`src/rtl/seq_alu_pkg.sv`:
```
// Shared opcode and FSM state encodings for the sequential ALU.
package seq_alu_pkg;

    typedef enum logic [2:0] {
        OP_HOLD    = 3'b000,
        OP_AND     = 3'b001,
        OP_ADD     = 3'b010,
        OP_NOR     = 3'b011,
        OP_SUB     = 3'b100,
        OP_ADC     = 3'b101,
        OP_MUL     = 3'b110,
        OP_ILLEGAL = 3'b111
    } op_t;

    typedef enum logic {
        ST_IDLE = 1'b0,
        ST_MUL  = 1'b1
    } state_t;

endpackage

```
`src/rtl/seq_alu_mul.sv`:
```
// Iterative shift-add multiplier: one partial product per cycle after start.
module seq_alu_mul #(
    parameter int WIDTH = 8
) (
    input  logic                 clk,
    input  logic                 reset,
    input  logic                 start,
    input  logic [WIDTH-1:0]     a,
    input  logic [WIDTH-1:0]     b,
    output logic                 done,
    output logic [2*WIDTH-1:0]   product
);

    localparam int CW = $clog2(WIDTH) + 1;

    logic [2*WIDTH-1:0] r_mcand;
    logic [2*WIDTH-1:0] r_acc;
    logic [WIDTH-1:0]   r_mplier;
    logic [CW-1:0]      r_cnt;
    logic               r_busy;
    logic [2*WIDTH-1:0] w_acc_next;

    // product exposes the final accumulation combinationally so the owner can
    // capture it on the same edge as the last iteration.
    assign w_acc_next = r_mplier[0] ? (r_acc + r_mcand) : r_acc;
    assign done       = r_busy && (r_cnt == CW'(WIDTH - 1));
    assign product    = w_acc_next;

    always_ff @(posedge clk) begin
        if (reset) begin
            r_busy   <= 1'b0;
            r_cnt    <= '0;
            r_acc    <= '0;
            r_mcand  <= '0;
            r_mplier <= '0;
        end else if (start) begin
            r_busy   <= 1'b1;
            r_cnt    <= '0;
            r_acc    <= '0;
            r_mcand  <= {{WIDTH{1'b0}}, a};
            r_mplier <= b;
        end else if (r_busy) begin
            r_acc    <= w_acc_next;
            r_mcand  <= r_mcand << 1;
            r_mplier <= r_mplier >> 1;
            r_cnt    <= r_cnt + CW'(1);
            if (done) begin
                r_busy <= 1'b0;
            end
        end
    end

endmodule

```
`src/rtl/seq_alu.sv`:
```
// Sequential ALU: single-cycle logic/arith ops plus a WIDTH-cycle multiply.
// Handshake: a request is taken on a rising edge with in_valid && in_ready.
module seq_alu
    import seq_alu_pkg::*;
#(
    parameter int WIDTH = 8
) (
    input  logic             clk,
    input  logic             reset,
    input  logic             in_valid,
    output logic             in_ready,
    input  logic [WIDTH-1:0] a,
    input  logic [WIDTH-1:0] b,
    input  logic [2:0]       opcode,
    input  logic             use_acc,
    output logic             out_valid,
    output logic [WIDTH-1:0] c,
    output logic             cf,
    output logic             zf,
    output logic             sf,
    output logic             of,
    output logic             err,
    output logic             dbg_state
);

    state_t             r_state, w_state_next;
    logic [WIDTH-1:0]   r_c;
    logic               r_cf, r_zf, r_sf, r_of, r_err, r_out_valid;

    op_t                w_op;
    logic               w_accept;
    logic               w_mul_start;
    logic               w_mul_done;
    logic [2*WIDTH-1:0] w_prod;
    logic [WIDTH-1:0]   w_a;
    logic [WIDTH:0]     w_sum;
    logic [WIDTH:0]     w_diff;
    logic [WIDTH-1:0]   w_res;
    logic               w_cf, w_zf, w_sf, w_of, w_err_set;

    assign w_op      = op_t'(opcode);
    assign in_ready  = (r_state == ST_IDLE) && !reset;
    assign w_accept  = in_valid && in_ready;
    assign w_a       = use_acc ? r_c : a;
    assign dbg_state = r_state;

    seq_alu_mul #(.WIDTH(WIDTH)) u_mul (
        .clk     (clk),
        .reset   (reset),
        .start   (w_mul_start),
        .a       (w_a),
        .b       (b),
        .done    (w_mul_done),
        .product (w_prod)
    );

    always_ff @(posedge clk) begin
        if (reset) begin
            r_state <= ST_IDLE;
        end else begin
            r_state <= w_state_next;
        end
    end

    always_comb begin
        w_state_next = r_state;
        w_mul_start  = 1'b0;
        case (r_state)
            ST_IDLE: begin
                if (w_accept && w_op == OP_MUL) begin
                    w_state_next = ST_MUL;
                    w_mul_start  = 1'b1;
                end
            end
            ST_MUL: begin
                if (w_mul_done) begin
                    w_state_next = ST_IDLE;
                end
            end
            default: w_state_next = ST_IDLE;
        endcase
    end

    // Carry-in only participates for ADC; the old carry is the registered one.
    assign w_sum  = {1'b0, w_a} + {1'b0, b} + {{WIDTH{1'b0}}, (w_op == OP_ADC) && r_cf};
    assign w_diff = {1'b0, w_a} - {1'b0, b};

    always_comb begin
        w_res     = r_c;
        w_cf      = r_cf;
        w_of      = r_of;
        w_zf      = r_zf;
        w_sf      = r_sf;
        w_err_set = 1'b0;
        case (w_op)
            OP_AND: begin
                w_res = w_a & b;
                w_cf  = 1'b0;
                w_of  = 1'b0;
            end
            OP_NOR: begin
                w_res = ~(w_a | b);
                w_cf  = 1'b0;
                w_of  = 1'b0;
            end
            OP_ADD, OP_ADC: begin
                w_res = w_sum[WIDTH-1:0];
                w_cf  = w_sum[WIDTH];
                w_of  = (w_a[WIDTH-1] == b[WIDTH-1]) && (w_res[WIDTH-1] != w_a[WIDTH-1]);
            end
            OP_SUB: begin
                w_res = w_diff[WIDTH-1:0];
                w_cf  = w_diff[WIDTH];
                w_of  = (w_a[WIDTH-1] != b[WIDTH-1]) && (w_res[WIDTH-1] != w_a[WIDTH-1]);
            end
            OP_ILLEGAL: w_err_set = 1'b1;
            default: ;
        endcase
        // HOLD falls through here too: it keeps c but re-derives zf/sf from it.
        if (w_op != OP_ILLEGAL) begin
            w_zf = (w_res == '0);
            w_sf = w_res[WIDTH-1];
        end
    end

    always_ff @(posedge clk) begin
        if (reset) begin
            r_c         <= '0;
            r_cf        <= 1'b0;
            r_zf        <= 1'b1;
            r_sf        <= 1'b0;
            r_of        <= 1'b0;
            r_err       <= 1'b0;
            r_out_valid <= 1'b0;
        end else begin
            r_out_valid <= 1'b0;
            if (w_accept && w_op != OP_MUL) begin
                r_out_valid <= 1'b1;
                r_c         <= w_res;
                r_cf        <= w_cf;
                r_zf        <= w_zf;
                r_sf        <= w_sf;
                r_of        <= w_of;
                if (w_err_set) begin
                    r_err <= 1'b1;
                end
            end else if (r_state == ST_MUL && w_mul_done) begin
                r_out_valid <= 1'b1;
                r_c         <= w_prod[WIDTH-1:0];
                r_cf        <= |w_prod[2*WIDTH-1:WIDTH];
                r_zf        <= (w_prod[WIDTH-1:0] == '0);
                r_sf        <= w_prod[WIDTH-1];
                r_of        <= 1'b0;
            end
        end
    end

    assign out_valid = r_out_valid;
    assign c         = r_c;
    assign cf        = r_cf;
    assign zf        = r_zf;
    assign sf        = r_sf;
    assign of        = r_of;
    assign err       = r_err;

endmodule

```
`config.mk`:
```
export PLATFORM = sky130hd
export DESIGN_NAME = seq_alu
export DESIGN_NICKNAME = d
export VERILOG_FILES = /design/src/rtl/seq_alu_pkg.sv /design/src/rtl/seq_alu_mul.sv /design/src/rtl/seq_alu.sv
export SDC_FILE = /design/constraint.sdc
export NUM_CORES = 1
export LEC_CHECK = 0
export CELL_PAD_IN_SITES_DETAIL_PLACEMENT = 0
export CELL_PAD_IN_SITES_GLOBAL_PLACEMENT = 1
export CORE_MARGIN = 4
export CORE_UTILIZATION = 45
export CTS_CLUSTER_DIAMETER = 30
export DETAILED_ROUTE_END_ITERATION = 12
export GPL_ROUTABILITY_DRIVEN = 0
export GPL_TIMING_DRIVEN = 1
export PLACE_DENSITY = 0.94
export SLEW_MARGIN = 20
export SYNTH_ARGS = -nofsm -noshare
export SYNTH_HDL_FRONTEND = slang
export SYNTH_SLANG_ARGS = --single-unit
```
`constraint.sdc`:
```
create_clock -name clk -period 9.45 [get_ports clk]
set_input_delay 1.4175 -clock clk [delete_from_list [all_inputs] [get_ports clk]]
set_output_delay 1.4175 -clock clk [all_outputs]
set_load 0.01 [all_outputs]
```
# ---- Word-level counts from Yosys, hierarchy flattened
# Cells that the tools add are included.
dict set report totals {
  reg_bits 60
  input_bits 23
  wordCells 90
  out_inout_bits 16
}
dict set report classes {
  n_eq_ne 16
  mux 30
  bitwise_logic 4
  reduce_logical 21
  n_addsub 5
}
# op n
set op_table {}
lappend op_table {{two-way mux 8 bit} 7}
lappend op_table {{case mux 8 bit (4 select lines)} 1}
lappend op_table {{two-way mux 1 bit} 18}
lappend op_table {{adder 16 bit} 1}
lappend op_table {{logical NOT 8 bit} 2}
lappend op_table {{two-way mux 16 bit} 1}
lappend op_table {{== test 3 bit, second input constant} 4}
lappend op_table {{adder 8 x 8 -> 9 bit} 1}
lappend op_table {{adder 9 x 1 -> 9 bit} 1}
lappend op_table {{logical AND 1 bit} 9}
lappend op_table {{subtractor 8 x 8 -> 9 bit} 1}
lappend op_table {{AND 8 bit} 1}
lappend op_table {{NOT 8 bit} 1}
lappend op_table {{bitwise OR 8 bit} 1}
lappend op_table {{OR reduction 8 bit} 1}
lappend op_table {{== test 3 x 2 -> 1 bit, second input constant} 2}
lappend op_table {{!= test 3 bit, second input constant} 2}
lappend op_table {{case mux 1 bit (3 select lines)} 2}
lappend op_table {{AND reduction 2 bit} 3}
lappend op_table {{OR reduction 2 bit} 3}
lappend op_table {{adder 4 x 1 -> 4 bit, second input constant} 1}
lappend op_table {{== test 4 x 3 -> 1 bit, second input constant} 1}
lappend op_table {{!= test 4 x 2 -> 1 bit, second input constant} 1}
lappend op_table {{nonzero test 2 bit} 2}
lappend op_table {{other kinds (7)} 9}

# ---- Depth between registers and ports, before layout
# Gate-level depths: netlist (run 1).
dict set report logic_depth {
  word_depth 7
  ltp_mapped 13
  mapped_depth_nobuf 12
}

# ---- Hierarchy
# Synthesis (run 1) repeated with hierarchy kept, for this count alone.
dict set report unflattened {
  hier_cells 585
  hier_area_um2 4718.3
}
# mod n_inst area_each_um2 seq_area_each_um2 cells_per_inst
set modules_own_cells {}
lappend modules_own_cells {seq_alu_mul 1 2616.3 900.9 308}
lappend modules_own_cells {seq_alu 1 2102.0 300.3 277}

# ---- Worst setup path after synthesis (run 1)
# Ideal clock, no wire load.
dict set report synth_path {
  kind {input-to-reg}
  from {in opcode[0]}
  to {reg r_c[4] (netlist: c[4])}
  path_stages 13
  n_path_buf 3
  setup_slack_ns 5.239
  t_arrival_ns 4.152
  setup_ns 0.059
  required_time_ns 9.391
  path_cell_list {buf_2 -> buf_2 -> buf_2 -> nand3_1 -> fa_1 -> fa_1 -> nand2b_1 -> a21boi_0 -> o21bai_1 -> a22o_1 -> a211o_1 -> o221ai_1 -> and2_1}
}
dict set report synth_via {
  elab_chain_len 5
  elab_cells_between_ends 13
  cone_classes {1 x add/sub; 6 x eq/ne; 2 x mux; 4 x reduce/logical}
}
# element line_no
set synth_rtl {}
lappend synth_rtl {{from (decl)} seq_alu.sv:14} ;# input logic [2:0] opcode,
lappend synth_rtl {{== test 3 bit} {seq_alu.sv:85, seq_alu.sv:95}}
lappend synth_rtl {{logical AND 1 bit} seq_alu.sv:85} ;# assign w_sum = {1'b0, w_a} + {1'b0, b} + {{WIDTH{1'b0}}, (w_op == OP_ADC) && r_cf};
lappend synth_rtl {{adder 9 x 1 -> 9 bit} seq_alu.sv:85}
lappend synth_rtl {{case mux 8 bit (4 select lines)} seq_alu.sv:95} ;# case (w_op)
lappend synth_rtl {{two-way mux 8 bit} seq_alu.sv:137} ;# if (w_accept && w_op != OP_MUL) begin
lappend synth_rtl {{to (signal assigned)} seq_alu.sv:139} ;# r_c <= w_res;
lappend synth_rtl {{to (signal assigned)} seq_alu.sv:149} ;# r_c <= w_prod[WIDTH-1:0];
lappend synth_rtl {{to (decl)} seq_alu.sv:27} ;# logic [WIDTH-1:0] r_c;
# Several ways; a longest one is shown, not always the timed one.
# A chain may end at the register's enable or synchronous reset.

# ---- Worst setup path in the final report (run 1)
# Ends and elaborated chain as after synthesis.

==> metrics.yaml, run 1 <==
floorplanning:
  ios: 39
  num_rows: 38
  die_h_um: 113.2
  core_area_um2: 10840
  die_w_um: 113.2
  dieArea_um2: 12800
  start_util_pct: 45.90
clock_network:
  post_cts_buffers: 0
  cts_tree: "yes"
  ctsLongestPathBuffers: 2
  clk_pin_slew_worst_paths_ps: 70
  postCtsHoldBufs: 0
  ctsResizeCount: 0
  h-tree-depth: 3
  insertion_delay_ps: 340
  cts_root_buf: "clkbuf_8"
  clock-sinks: 60
  cts_buffers: 9
global_route:
  grt_start_max_net_pins: 51
  grt.overflow.total: 0
  grt.total_usage_pct: 21.77
  grt_pass1_wl_mm: 22.85
  grt_pass1_vias: 4557
  antenna_found_initial: 0
setup_path:
  critPathMaxFanout: 29
  r2r_slack_ps: 6310
  slowest_delay_ps: 1100
  critPathCaptureType: "flop"
  worst_path_most_repeated_cell: "fa_1"
  path_class: "input port to flop"
  cp_slowest_cell: "clkdlybuf4s50_1"
  cp-start-kind: "input port"
  critPathRequiredTime_ps: 9740
  cp_data_arrival_time_ps: 5150
  crit_path_cell_trace: "clkdlybuf4s50_1 -> nand3_1 -> fa_1 -> fa_1 -> nand2b_1 -> a21boi_0 -> o21bai_1 -> a22o_1 -> a211o_1 -> o221ai_1 -> and2_1"
power_and_ir_drop:
  ir_worst_vdd_mv: 0.1041
  leakagePower_nw: 2.154
  p_per_area_nw_per_um2: 113.4
routing:
  wirelength_mm: 13.84
  drtPass1Iterations: 5
  ant_nets: 0
  drc: 0
  num_vias: 4799
  drt_iter0_drc: 398
  wl_per_cell_um: 17.48
  viasPerCell: 6.059
sta:
  hold_violations: 0
  max_freq_ghz: 0.2057
  rsz0062_at_grt: "no"
  fin_crit_sh_pct: 51.44
  min_period_ps: 4861
  drv_slew: 0
  skew_ps: 9.679
  setup_viol: 0
  fin_tns_setup_ps: 0
  relSlewSlack_pct: 32.45
  tightest_slew_ps: 1011
  hold_slack_ps: 496.2
synthesis:
  netlist_instances: 624
  synth_cell_types: 75
  synth_seq_cells: 60
  yosysSeqAreaShare_pct: 24.14
  synth_fp_nets: 691
  synth_edf_count: 0
  syn_avg_cell_area_um2: 7.974
  synth_warnings: 0
  synthArstFlopShare_pct: 0
  ys.flop_type: "dfxtp_1"
  syn_area_um2: 4976
hold_path:
  hp-class: "flop to flop"
layout:
  area_delta_synth_final_pct: 12.87
  layout.nets: 714
  drive_gt1_share_pct: 6.135
  layout_common_cells: "75 x nor2_1, 59 x dfxtp_1, 40 x ha_1"
  mostFrequentLayoutCell: "nor2_1"
  fillerInstances: 1046
  antennaDiodeCount: 0
run_status:
  run_status: "complete, no violations"
job:
  drv_cap: 0
placement:
  dp_hpwl_mm: 10.46
  portBuffers: 38
==> layout make-up <==
class                   count  area, µm²  area share [%]
flip-flops and latches     60       1202           21.41
clock buffers              12      135.1           2.406
inverters                  36      135.1           2.406
well taps                 140      175.2           3.119
repair buffers             42      410.4           7.307
clock inverters             4      50.05          0.8911
multi-input cells         498       3508           62.46
==> layer usage <==
metal | vias up | global-route usage, % | wire length (µm)
met5 | - | 0 | 0
met4 | 0 | 7.372 | 312
met3 | 30 | 3.048 | 744
met2 | 164 | 33.53 | 6102
met1 | 2259 | 31.22 | 6682
li1 | 2346 | - | -
==> report_power, final <==
| group | total [mW] | switching [mW] | internal [mW] |
|---|---|---|---|
| Combinational | 0.147 | 0.0834 | 0.0633 |
| Sequential | 0.264 | 0.00569 | 0.259 |
| Clock | 0.226 | 0.104 | 0.122 |
| Total | 0.637 | 0.193 | 0.444 |
==> critical path: cells and delay by family <==
family / cells / cell delay, ps
buffers and inverters: 1 / 1100
and+or+nand+nor: 3 / 590
AOI/OAI and AO/OA: 5 / 1170
adders and majority gates: 2 / 870
==> state kept, by name, indices dropped and copies added, names as in the netlist <==
| name | count |
|---|---|
| u_mul.r_acc | 16 |
| u_mul.r_mcand | 16 |
| c | 8 |
| u_mul.r_mplier | 8 |
| u_mul.r_cnt | 4 |
| cf | 1 |
| dbg_state | 1 |
| err | 1 |
| of | 1 |
| out_valid | 1 |
| sf | 1 |
| u_mul.r_busy | 1 |
| zf | 1 |
==> logic make-up (layout without fill, tap and decap cells) <==
group,count (synthesis),in the layout,share of synthesized area (%)
compound gates,191,191,26.68
flops,60,60,24.14
fa+ha+maj,44,44,11.67
buf+inv,66,94,5.356
simple gates,202,202,20.04
xor+xnor,15,15,2.640
mux,46,46,9.480
==> final timing paths <==
kind	from	endpoint	depth (start not counted)
hold / removal	sf	sf	2
setup / recovery	opcode[0]	c[4]	11
hold reg to reg	sf	sf	2
setup reg to reg	c[0]	zf	12
==> synthesized netlist by cell type (14+ instances only) <==
master    instances  area [µm²]
mux2i_1          37       370.4
o21ai_0          34       170.2
a211oi_1         32       240.2
nand2_1          34       127.6
inv_1            36       135.1
ha_1             40       500.5
nor2_1           75       281.5
nand2b_1         15       93.84
dfxtp_1          60        1201
nor3_1           14       70.07
clkbuf_1         17       63.81
nor2b_1          14       87.58
a21oi_1          35       175.2
==> per-stage QoR <==
stage	instances	util [%]	area, µm²	setup WS [ps]	power [mW]
after floorplan	624	-	4976	5240	0.3685
after global placement	776	50.10	5431	4402	0.4115
after detailed placement	776	50.10	5431	4267	0.4141
after CTS	792	51.81	5617	4619	0.6372
after global routing	792	51.81	5617	4337	0.6687
final	792	51.81	5617	4589	0.6372
(Power assumes the default switching activity.)
==> inputs of run 2 (changes only) <==
==> constraint.sdc (replaced) <==
create_clock -name clk -period 4.7 [get_ports clk]
set_input_delay 0.705 -clock clk [delete_from_list [all_inputs] [get_ports clk]]
set_output_delay 0.705 -clock clk [all_outputs]
set_load 0.01 [all_outputs]
==> metrics.yaml, run 2 (synthesis results as in run 1) <==
sta:
  min_period_ps: 4034
  fin_crit_sh_pct: 85.83
  hold_violations: 0
  relSlewSlack_pct: 30.15
  tightest_slew_ps: 1045
  max_freq_ghz: 0.2479
  fin_ws_ps: 666.0
  skew_ps: 8.486
  setup_viol: 0
  rsz0062_at_grt: "no"
  fin_tns_setup_ps: 0
  drv_slew: 0
clock_network:
  insertion_delay_ps: 360
  cts_buffers: 9
  ctsLongestPathBuffers: 2
  clock-sinks: 60
  h-tree-depth: 3
  ctsResizeCount: 0
  cts_root_buf: "clkbuf_8"
  cts_tree: "yes"
  clk_pin_slew_worst_paths_ps: 70
  postCtsHoldBufs: 0
  post_cts_buffers: 0
power_and_ir_drop:
  fin_total_pwr_mw: 1.319
  switchingPower_mw: 0.3978
  ir_worst_vdd_mv: 0.2037
  power_frac_seq_pct: 40.4
  p_per_area_nw_per_um2: 233.1
  swShare_pct: 30.16
  p_clk_share_pct: 37.0
  leakagePower_nw: 2.184
  p_comb_share_pct: 22.7
  p_int_mw: 0.9210
routing:
  top_layer: "met4"
  wl_met1_mm: 6.511
  dr_wl_met2_mm: 6.533
  ant_nets: 0
  drtPass1Iterations: 5
  wl_per_cell_um: 18.25
  drt_iter0_drc: 466
  num_vias: 4918
  wirelength_mm: 14.51
  met3_length_mm: 1.024
  viasPerCell: 6.186
  drc: 0
global_route:
  grt_pass1_vias: 4700
  grt_pass1_wl_mm: 23.80
  antenna_found_initial: 0
  grt.overflow.total: 0
  grt_start_max_net_pins: 51
  grt.total_usage_pct: 23.09
floorplanning:
  dieArea_um2: 12800
  ios: 39
  start_util_pct: 45.90
  num_rows: 38
  core_area_um2: 10840
  die_h_um: 113.2
  die_w_um: 113.2
layout:
  layout_common_cells: "75 x nor2_1, 59 x dfxtp_1, 40 x ha_1"
  drive_gt1_share_pct: 6.870
  antennaDiodeCount: 0
  top_regs: "u_mul.r_acc x16, u_mul.r_mcand x16"
  mostFrequentLayoutCell: "nor2_1"
  regArea_um2: 1202
  layout.nets: 717
  multi_input_area_um2: 3508
  area_delta_synth_final_pct: 13.68
  fillerInstances: 1032
  fin_area_um2: 5657
setup_path:
  reg2reg_depth: 11
  crit_cells: 13
  critPathRequiredTime_ps: 4990
  cp_slowest_cell: "clkdlybuf4s50_1"
  cp-start-kind: "input port"
  cp_top_family: "compound AO/OA/AOI/OAI gates"
  crit_path_cell_trace: "clkdlybuf4s50_1 -> mux2_2 -> inv_1 -> ha_1 -> inv_1 -> fa_1 -> nor2b_1 -> o31ai_1 -> o31a_1 -> o32ai_1 -> o31ai_1 -> nand4_1 -> o21ai_1"
  cp_data_arrival_time_ps: 4330
  critPathBufInv: 3
  critPathMaxFanout: 8
  critPathCaptureType: "flop"
  path_class: "input port to flop"
  slowest_delay_ps: 840
placement:
  dp_hpwl_mm: 10.76
  pre_cts_ws_ps: 421.8
  portBuffers: 38
  dpl_cell_area_um2: 5454
hold_path:
  hp-class: "flop to flop"
  hold_depth: 2
job:
  drv_cap: 0
run_status:
  run_status: "complete, no violations"
## run 2: changes by cell type in the layout (fill, tap and decap cells not counted)
cell and delta:
clkbuf_8 +2, clkinv_2 +1, clkbuf_1 -2, buf_4 +3, clkinvlp_4 -1
## run 2: power groups by stage
stage / clock network, mW / registers, mW / logic (mW)
5_1_grt: 0.524 / 0.533 / 0.326
4_1_cts: 0.500 / 0.532 / 0.294
6_report: 0.488 / 0.532 / 0.299
2_1_floorplan: 0 / 0.542 / 0.199
3_3_place_gp: 0 / 0.543 / 0.286
3_5_place_dp: 0 / 0.543 / 0.293
## run 2: stage by stage
step | std cells | hold WS (ps) | util, %
2_1_floorplan | 624 | 463.8 | -
3_3_place_gp | 779 | 461.2 | 50.31
3_5_place_dp | 779 | 471.4 | 50.31
4_1_cts | 795 | 504.3 | 52.18
5_1_grt | 795 | 532.0 | 52.18
6_report | 795 | 503.1 | 52.18
## run 2: worst register-to-register path, delay by kind of cell, from the launching register on
kind	cells	cell delay, ps
AO/OA/AOI/OAI	5	1170
AND/OR/NAND/NOR	2	340
flip-flops	1	410
multiplexers	1	220
buffers and inverters	1	90
adder cells (fa/ha/maj)	2	840
## run 2: worst paths after layout
check	from	endpoint	slack [ps]
min	u_mul.r_acc[0]	u_mul.r_acc[0]	500
max reg2reg	c[0]	c[4]	1580
min reg2reg	u_mul.r_acc[0]	u_mul.r_acc[0]	500
max	use_acc	zf	670
## run 2: final cells by class
cell class	count	area share (%)
multi-input combinational	498	62.02
timing repair buffer	45	7.653
sequential	60	21.26
clock buffer	12	2.743
inverter	36	2.389
clock inverter	4	0.8405
tap	140	3.097
## run 2: layer usage
layer	track usage (%)	vias to the layer above
li1	-	2364
met1	30.89	2320
met2	36.45	200
met3	4.706	34
met4	9.215	0
met5	0	-
